**config.mk**
```make
export PLATFORM = sky130hd
export DESIGN_NAME = axil_crossbar_wr_route_flat
export DESIGN_NICKNAME = d
export VERILOG_FILES = /design/src/rtl/axil_crossbar_wr_route_if.sv /design/src/rtl/axil_crossbar_wr_route.sv /design/src/flat_wrapper.sv
export SDC_FILE = /design/constraint.sdc
export NUM_CORES = 1
export LEC_CHECK = 0
export ABC_CLOCK_PERIOD_IN_PS = 2800
export CAP_MARGIN = 10
export CORE_MARGIN = 2
export CORE_UTILIZATION = 30
export DETAILED_ROUTE_END_ITERATION = 8
export GPL_TIMING_DRIVEN = 0
export PLACE_DENSITY = 0.9
export SKIP_LAST_GASP = 1
export SLEW_MARGIN = 20
export SYNTH_ARGS = -nofsm -noshare
export SYNTH_HDL_FRONTEND = slang
export SYNTH_SLANG_ARGS = --single-unit
```
**constraint.sdc**
```tcl
create_clock -name clk -period 2.8 [get_ports clk]
set_input_delay 0.56 -clock clk [delete_from_list [all_inputs] [get_ports clk]]
set_output_delay 0.56 -clock clk [all_outputs]
set_load 0.01 [all_outputs]
```
**src/rtl/axil_crossbar_wr_route_if.sv**
```systemverilog
// AXI4-lite write-route bus bundle: command from address decode, slave W/B, and master W/B fan-out.
// slave modport is the routing stage's view; master modport is the driver/observer's view.
interface axil_crossbar_wr_route_if #(
  parameter int M_COUNT    = 4,
  parameter int DATA_WIDTH = 32,
  parameter int STRB_WIDTH = DATA_WIDTH / 8
);
  localparam int CL_M_COUNT = (M_COUNT > 1) ? $clog2(M_COUNT) : 1;

  logic [CL_M_COUNT-1:0]  s_wc_select;
  logic                   s_wc_decerr;
  logic                   s_wc_valid;
  logic                   s_wc_ready;

  logic [DATA_WIDTH-1:0]  s_axil_wdata;
  logic [STRB_WIDTH-1:0]  s_axil_wstrb;
  logic                   s_axil_wvalid;
  logic                   s_axil_wready;
  logic [1:0]             s_axil_bresp;
  logic                   s_axil_bvalid;
  logic                   s_axil_bready;

  logic [DATA_WIDTH-1:0]  m_axil_wdata;
  logic [STRB_WIDTH-1:0]  m_axil_wstrb;
  logic [M_COUNT-1:0]     m_axil_wvalid;
  logic [M_COUNT-1:0]     m_axil_wready;
  logic [M_COUNT*2-1:0]   m_axil_bresp;
  logic [M_COUNT-1:0]     m_axil_bvalid;
  logic [M_COUNT-1:0]     m_axil_bready;

  modport slave (
    input  s_wc_select, s_wc_decerr, s_wc_valid,
    output s_wc_ready,
    input  s_axil_wdata, s_axil_wstrb, s_axil_wvalid,
    output s_axil_wready, s_axil_bresp, s_axil_bvalid,
    input  s_axil_bready,
    output m_axil_wdata, m_axil_wstrb, m_axil_wvalid,
    input  m_axil_wready, m_axil_bresp, m_axil_bvalid,
    output m_axil_bready
  );

  modport master (
    output s_wc_select, s_wc_decerr, s_wc_valid,
    input  s_wc_ready,
    output s_axil_wdata, s_axil_wstrb, s_axil_wvalid,
    input  s_axil_wready, s_axil_bresp, s_axil_bvalid,
    output s_axil_bready,
    input  m_axil_wdata, m_axil_wstrb, m_axil_wvalid,
    output m_axil_wready, m_axil_bresp, m_axil_bvalid,
    input  m_axil_bready
  );
endinterface

```
**src/rtl/axil_crossbar_wr_route.sv**
```systemverilog
// Per-slave-port AXI4-lite write route: steers one W beat to the selected master and returns its B.
// Optional AXIL_WR_ROUTE_DECERR_CNT_EN adds a saturating 16-bit decode-error write counter.
//
// state    | meaning
// ---------+--------------------------------------------------------------
// ST_IDLE  | waiting for a write command (s_wc_ready high once out of reset)
// ST_WDATA | forwarding (or sinking, on decerr) the single W beat
// ST_WRESP | waiting for the selected master's B response
// ST_BRESP | holding the slave B response until s_axil_bready
module axil_crossbar_wr_route #(
  parameter int M_COUNT    = 4,
  parameter int DATA_WIDTH = 32,
  parameter int STRB_WIDTH = DATA_WIDTH / 8
) (
  input logic clk,
  input logic rst_n,
  axil_crossbar_wr_route_if.slave bus
`ifdef AXIL_WR_ROUTE_DECERR_CNT_EN
  ,
  output logic [15:0] decerr_count
`endif
);
  localparam int CL_M_COUNT = (M_COUNT > 1) ? $clog2(M_COUNT) : 1;
  localparam logic [CL_M_COUNT:0] M_COUNT_L = (CL_M_COUNT + 1)'(M_COUNT);

  localparam logic [1:0] ST_IDLE  = 2'd0;
  localparam logic [1:0] ST_WDATA = 2'd1;
  localparam logic [1:0] ST_WRESP = 2'd2;
  localparam logic [1:0] ST_BRESP = 2'd3;

  logic [1:0]            state;
  logic [CL_M_COUNT-1:0] sel_q;
  logic                  decerr_q;
  logic                  wc_ready_q;
  logic                  bvalid_q;
  logic [1:0]            bresp_q;

  logic                  sel_bad;
  logic                  w_hs;
  logic                  s_wready_c;
  logic [M_COUNT-1:0]    m_wvalid_c;
  logic [M_COUNT-1:0]    m_bready_c;
  logic [DATA_WIDTH-1:0] w_data;
  logic [STRB_WIDTH-1:0] w_strb;

  // Out-of-range selects are folded into decerr so they never index a master.
  assign sel_bad = ({1'b0, bus.s_wc_select} >= M_COUNT_L);

  always_comb begin
    s_wready_c = 1'b0;
    m_wvalid_c = '0;
    m_bready_c = '0;
    case (state)
      ST_WDATA: begin
        if (decerr_q) begin
          s_wready_c = 1'b1;
        end else begin
          m_wvalid_c[sel_q] = bus.s_axil_wvalid;
          s_wready_c        = bus.m_axil_wready[sel_q];
        end
      end
      ST_WRESP: begin
        if (!decerr_q) m_bready_c[sel_q] = 1'b1;
      end
      default: ;
    endcase
  end

  assign w_hs = bus.s_axil_wvalid && s_wready_c;

  always_ff @(posedge clk or negedge rst_n) begin
    if (!rst_n) begin
      state      <= ST_IDLE;
      sel_q      <= '0;
      decerr_q   <= 1'b0;
      wc_ready_q <= 1'b0;
      bvalid_q   <= 1'b0;
      bresp_q    <= 2'b00;
    end else begin
      case (state)
        ST_IDLE: begin
          if (wc_ready_q && bus.s_wc_valid) begin
            sel_q      <= bus.s_wc_select;
            decerr_q   <= bus.s_wc_decerr || sel_bad;
            wc_ready_q <= 1'b0;
            state      <= ST_WDATA;
          end else begin
            wc_ready_q <= 1'b1;
          end
        end
        ST_WDATA: begin
          if (w_hs) begin
            if (decerr_q) begin
              bresp_q  <= 2'b11;
              bvalid_q <= 1'b1;
              state    <= ST_BRESP;
            end else begin
              state    <= ST_WRESP;
            end
          end
        end
        ST_WRESP: begin
          if (bus.m_axil_bvalid[sel_q]) begin
            bresp_q  <= bus.m_axil_bresp[{sel_q, 1'b0} +: 2];
            bvalid_q <= 1'b1;
            state    <= ST_BRESP;
          end
        end
        ST_BRESP: begin
          if (bus.s_axil_bready) begin
            bvalid_q   <= 1'b0;
            wc_ready_q <= 1'b1;
            state      <= ST_IDLE;
          end
        end
        default: state <= ST_IDLE;
      endcase
    end
  end

  assign w_data = bus.s_axil_wdata;
  assign w_strb = bus.s_axil_wstrb;

  assign bus.s_wc_ready    = wc_ready_q;
  assign bus.s_axil_wready = s_wready_c;
  assign bus.s_axil_bvalid = bvalid_q;
  assign bus.s_axil_bresp  = bresp_q;
  assign bus.m_axil_wdata  = w_data;
  assign bus.m_axil_wstrb  = w_strb;
  assign bus.m_axil_wvalid = m_wvalid_c;
  assign bus.m_axil_bready = m_bready_c;

`ifdef AXIL_WR_ROUTE_DECERR_CNT_EN
  logic [15:0] dec_cnt_q;

  always_ff @(posedge clk or negedge rst_n) begin
    if (!rst_n) begin
      dec_cnt_q <= 16'd0;
    end else if (state == ST_WDATA && decerr_q && w_hs && dec_cnt_q != 16'hFFFF) begin
      dec_cnt_q <= dec_cnt_q + 16'd1;
    end
  end

  assign decerr_count = dec_cnt_q;
`endif
endmodule

```
**src/flat_wrapper.sv**
```systemverilog
// flat-port wrapper written by rule: the top's interface ports become plain ports
module axil_crossbar_wr_route_flat 
#(
  parameter int M_COUNT    = 4,
  parameter int DATA_WIDTH = 32,
  parameter int STRB_WIDTH = DATA_WIDTH / 8
)
  (clk, rst_n, bus_s_wc_select, bus_s_wc_decerr, bus_s_wc_valid, bus_s_wc_ready, bus_s_axil_wdata, bus_s_axil_wstrb, bus_s_axil_wvalid, bus_s_axil_wready, bus_s_axil_bresp, bus_s_axil_bvalid, bus_s_axil_bready, bus_m_axil_wdata, bus_m_axil_wstrb, bus_m_axil_wvalid, bus_m_axil_wready, bus_m_axil_bresp, bus_m_axil_bvalid, bus_m_axil_bready);
  axil_crossbar_wr_route_if #(.M_COUNT(M_COUNT), .DATA_WIDTH(DATA_WIDTH), .STRB_WIDTH(STRB_WIDTH)) bus_i ();
  input logic clk;
  input logic rst_n;
  input wire logic [$bits(bus_i.s_wc_select)-1:0] bus_s_wc_select;
  input wire logic [$bits(bus_i.s_wc_decerr)-1:0] bus_s_wc_decerr;
  input wire logic [$bits(bus_i.s_wc_valid)-1:0] bus_s_wc_valid;
  output wire logic [$bits(bus_i.s_wc_ready)-1:0] bus_s_wc_ready;
  input wire logic [$bits(bus_i.s_axil_wdata)-1:0] bus_s_axil_wdata;
  input wire logic [$bits(bus_i.s_axil_wstrb)-1:0] bus_s_axil_wstrb;
  input wire logic [$bits(bus_i.s_axil_wvalid)-1:0] bus_s_axil_wvalid;
  output wire logic [$bits(bus_i.s_axil_wready)-1:0] bus_s_axil_wready;
  output wire logic [$bits(bus_i.s_axil_bresp)-1:0] bus_s_axil_bresp;
  output wire logic [$bits(bus_i.s_axil_bvalid)-1:0] bus_s_axil_bvalid;
  input wire logic [$bits(bus_i.s_axil_bready)-1:0] bus_s_axil_bready;
  output wire logic [$bits(bus_i.m_axil_wdata)-1:0] bus_m_axil_wdata;
  output wire logic [$bits(bus_i.m_axil_wstrb)-1:0] bus_m_axil_wstrb;
  output wire logic [$bits(bus_i.m_axil_wvalid)-1:0] bus_m_axil_wvalid;
  input wire logic [$bits(bus_i.m_axil_wready)-1:0] bus_m_axil_wready;
  input wire logic [$bits(bus_i.m_axil_bresp)-1:0] bus_m_axil_bresp;
  input wire logic [$bits(bus_i.m_axil_bvalid)-1:0] bus_m_axil_bvalid;
  output wire logic [$bits(bus_i.m_axil_bready)-1:0] bus_m_axil_bready;
  assign bus_i.s_wc_select = bus_s_wc_select;
  assign bus_i.s_wc_decerr = bus_s_wc_decerr;
  assign bus_i.s_wc_valid = bus_s_wc_valid;
  assign bus_s_wc_ready = bus_i.s_wc_ready;
  assign bus_i.s_axil_wdata = bus_s_axil_wdata;
  assign bus_i.s_axil_wstrb = bus_s_axil_wstrb;
  assign bus_i.s_axil_wvalid = bus_s_axil_wvalid;
  assign bus_s_axil_wready = bus_i.s_axil_wready;
  assign bus_s_axil_bresp = bus_i.s_axil_bresp;
  assign bus_s_axil_bvalid = bus_i.s_axil_bvalid;
  assign bus_i.s_axil_bready = bus_s_axil_bready;
  assign bus_m_axil_wdata = bus_i.m_axil_wdata;
  assign bus_m_axil_wstrb = bus_i.m_axil_wstrb;
  assign bus_m_axil_wvalid = bus_i.m_axil_wvalid;
  assign bus_i.m_axil_wready = bus_m_axil_wready;
  assign bus_i.m_axil_bresp = bus_m_axil_bresp;
  assign bus_i.m_axil_bvalid = bus_m_axil_bvalid;
  assign bus_m_axil_bready = bus_i.m_axil_bready;
  axil_crossbar_wr_route #(.M_COUNT(M_COUNT), .DATA_WIDTH(DATA_WIDTH), .STRB_WIDTH(STRB_WIDTH)) u_core (.clk(clk), .rst_n(rst_n), .bus(bus_i));
endmodule
```
==> summary.txt, run 1 <==
Place
  • Routability Congestion: about 0.72
  • Placed cell area: between 1500 and 2000 um^2
  • Place WS: between 0.07 and 0.08 ns
  • IO Port Bufs: just over 70
  • Post-detail-place hpwl: between 2000 and 2500 um

Power
  • Worst vdd ir: approximately 0.4 mV
  • Pint: 0.000720 W
  • Pleak: approximately 0.79 nW
  • Reg power frac: 0.226
  • Sw frac: 0.389
  • Net Sw Power: about 0.00046 W
  • P per Cell Area: about 660 nW/um^2
  • Combinational share of power: 0.688
  • Clock Power Share: 0.087

Floorplan
  • Total I/O pin count: 109
  • Initial Utilization: 0.319
  • Width of the chip: about 60 um
  • DIE HEIGHT: between 60 and 70 um
  • FP Rows: 20
  • CORE AREA: about 3100 um^2
  • Die area: approximately 3800 um^2

STA
  • Slew HR: 0.722
  • Max Freq: about 370 MHz
  • Clock Skew: 0.000470 ns
  • Final Hold Viols: 0
  • RSZ-0062 raised after global routing: no
  • Worst slew pin tran: ~0.42 ns
  • Worst hold slack: around 0.57 ns
  • Final setup viols: 0
  • Final Cycle Share: 0.960
  • Fin crit period: about 2.7 ns
  • Final Max Slew Viols: 0
  • Final setup margin: between 0.1 and 0.15 ns
  • Post-route setup TNS: 0 ns

Setup path
  • CP Class: in -> out
  • Crit. Startpoint: bus_m_axil_wready[3]
  • FF-to-FF setup slack: 1.06 ns
  • CP endpoint kind: output port
  • Worst R2R Start: u_core.sel_q[0]
  • Largest stage delay, worst path: between 0.5 and 0.6 ns
  • Worst-path cell chain: clkdlybuf4s50_1 -> mux4_2 -> o21a_1 -> clkdlybuf4s50_1
  • CP required: between 2 and 2.5 ns
  • Slowest CP cell: mux4_2
  • Reg2Reg Depth: 5
  • CP Launch Type: input port
  • Most used cell, CP: clkdlybuf4s50_1
  • Termination of the worst setup path: bus_s_axil_wready
  • Buf/Inv on CP: 2
  • Crit Path Max Fanout: 3
  • Critical Path AT: roughly 2.1 ns
  • RR Endpoint: u_core.state[1]
  • Top delay family on crit path: buffers and inverters
  • Stages on the worst setup path: 4

Run status
  • Run status: complete, no violations

Synth
  • Yosys Warn Count: 0
  • Sequential area share after synthesis: 0.228
  • Synthesized area: approximately 990 um^2
  • Count of distinct cell types in the synthesized netlist: 32
  • Gate Count Post-Synth: about 110
  • Mapped Avg Cell Area: between 9 and 10 um^2
  • Syn Nets: 170
  • Yosys reg bits: 9

Cells and area
  • Final Cell Area: between 1500 and 2000 um^2
  • Area growth syn-to-layout: 81.5%
  • Antenna diodes: 0
  • Finished Core Util: 0.578
  • Final net count: 247
  • Share of post-route cells with drive strength above 1: 0.291

Global route
  • Largest net degree at the start of global routing: 11
  • Global-route wire length before repair: about 3600 um
  • Initial antenna violation count: 0
  • Vias in the first global route: 894
  • GR Util All Layers: 0.129
  • Total gr overflow: 0

Route
  • TritonRoute pass-1 iters: 4
  • Iteration-0 DRC Markers: 4
  • Avg WL per Cell: roughly 11 um
  • Post-route ant nets: 0
  • Routed vias/inst: between 4 and 5
  • Routed Wire Length: 2560 um
  • Post-route DRC: 0
  • Via count: approximately 990

Run
  • Max-Cap Viols: 0

Clock tree
  • CTS tree: yes
  • CTS max path bufs: 2
  • CTS buffer count: 3
  • Worst-Skew Late Latency: between 0.2 and 0.3 ns
  • H-tree depth: 1
  • Sink Count: 9
  • CTS root buf: clkbuf_4
  • Clk slew on worst S/H paths: around 0.060 ns

Hold path
  • Hold crit path type: reg -> reg
## what timing repair did
action                                  CTS  global route
gates resized for setup                   0             1
endpoints found under the setup margin    0             1
hold buffers                              0             0
setup buffers                             0             0
## worst reg2reg max path: stages (launching register included)
cell      delay (ns)
dfrtp_1         0.37
buf_6           0.16
mux4_2          0.55
o21ai_2         0.14
a211oi_2        0.10
mux2_4          0.30
## worst min path at each step
stage	startpoint	endpoint	slack [ns]	cells after the start
after global routing	rst_n	u_core.bus.s_wc_ready	0.61	1
after global placement	u_core.bus.s_axil_bvalid	u_core.bus.s_axil_bvalid	0.54	2
final	u_core.state[1]	u_core.state[1]	0.57	1
after detailed placement	u_core.bus.s_axil_bvalid	u_core.bus.s_axil_bvalid	0.55	2
after CTS	u_core.state[1]	u_core.state[1]	0.58	1
after floorplan	rst_n	u_core.bus.s_axil_bresp[0]	0.26	0
## logic make-up after synthesis
logic type | Yosys count | share of synthesized area
adders and majority gates | 4 | 0.0506
muxes | 8 | 0.152
AOI/OAI and AO/OA | 16 | 0.127
DFF | 9 | 0.228
buffers and inverters | 43 | 0.313
and+or+nand+nor | 26 | 0.130
## state kept, by name, indices dropped and copies added, names as in the netlist
name and cells:
u_core.decerr_q 1, u_core.bus.s_axil_bvalid 1, u_core.sel_q 2, u_core.bus.s_wc_ready 1
u_core.state 2, u_core.bus.s_axil_bresp 2
## area by class of cell
class,instances,area (um^2)
clock inverter,1,5.00
multi-input combinational,54,454
tap,44,55.1
fill,296,1310
buffer,39,294
clock buffer,3,22.5
timing repair buffer,72,723
sequential,9,225
inverter,4,15.0
## power by group through the flow
stage	Clock (W)	Combinational (W)	Sequential, W
after floorplan	0	0.000532	0.000267
after global placement	0	0.000804	0.000264
after detailed placement	0	0.000814	0.000268
after CTS	0.000108	0.000820	0.000266
after global routing	0.000113	0.000885	0.000279
final	0.000102	0.000810	0.000266
## synth_stat cells, drive strengths merged
cell / number / area share
nor2b: 1 / 0.0063
dfrtp: 9 / 0.23
ha: 4 / 0.051
a21bo: 1 / 0.010
a21oi: 2 / 0.010
mux2: 4 / 0.049
nor3b: 2 / 0.015
nand3: 2 / 0.010
o21a: 1 / 0.0076
nand2: 5 / 0.019
a211oi: 3 / 0.028
nand2b: 2 / 0.013
mux4: 4 / 0.10
o22a: 1 / 0.010
inv: 4 / 0.015
a22o: 1 / 0.0089
nor3: 6 / 0.030
o21ai: 4 / 0.024
a21boi: 1 / 0.0076
a2bb2oi: 1 / 0.0089
or2b: 1 / 0.0076
o41a: 1 / 0.011
nor2: 7 / 0.029
buf: 38 / 0.29
clkbuf: 1 / 0.0076
## per-layer routing
metal | global-route usage | share of wire | up-vias
met2 | 0.251 | 0.51 | 58
met3 | 0.0504 | 0.12 | 3
met1 | 0.133 | 0.37 | 443
met4 | 0.0182 | 0.0039 | 0
li1 | - | - | 484
met5 | 0 | 0 | -
## stage by stage
stage	std cells	power, W
floorplan	106	0.000799
global placement	222	0.00107
detailed placement	222	0.00108
CTS	226	0.00119
global route	226	0.00128
finish	226	0.00118
## cells in the final DEF (no fill, tap or decap), types with 2 or more instances in the layout
cell type / count
a211oi_1: 2
a21oi_1: 2
buf_4: 36
clkbuf_4: 4
clkdlybuf4s50_1: 71
dfrtp_1: 9
ha_1: 4
inv_1: 4
mux2_2: 3
mux4_1: 3
nand2_1: 5
nand2b_1: 2
nand3_1: 2
nor2_1: 6
nor3_1: 6
nor3b_1: 2
o21ai_0: 3
No activity file was read; power rests on OpenSTA's default activity.
==> run 2: changes to the inputs <==
--- a/config.mk
+++ b/config.mk
@@ -13,7 +13,6 @@
 export GPL_TIMING_DRIVEN = 0
 export PLACE_DENSITY = 0.9
 export SKIP_LAST_GASP = 1
-export SLEW_MARGIN = 20
 export SYNTH_ARGS = -nofsm -noshare
 export SYNTH_HDL_FRONTEND = slang
 export SYNTH_SLANG_ARGS = --single-unit
==> results of run 2 <==
No change in the layout: final DEF, timing and power equal those of run 1.
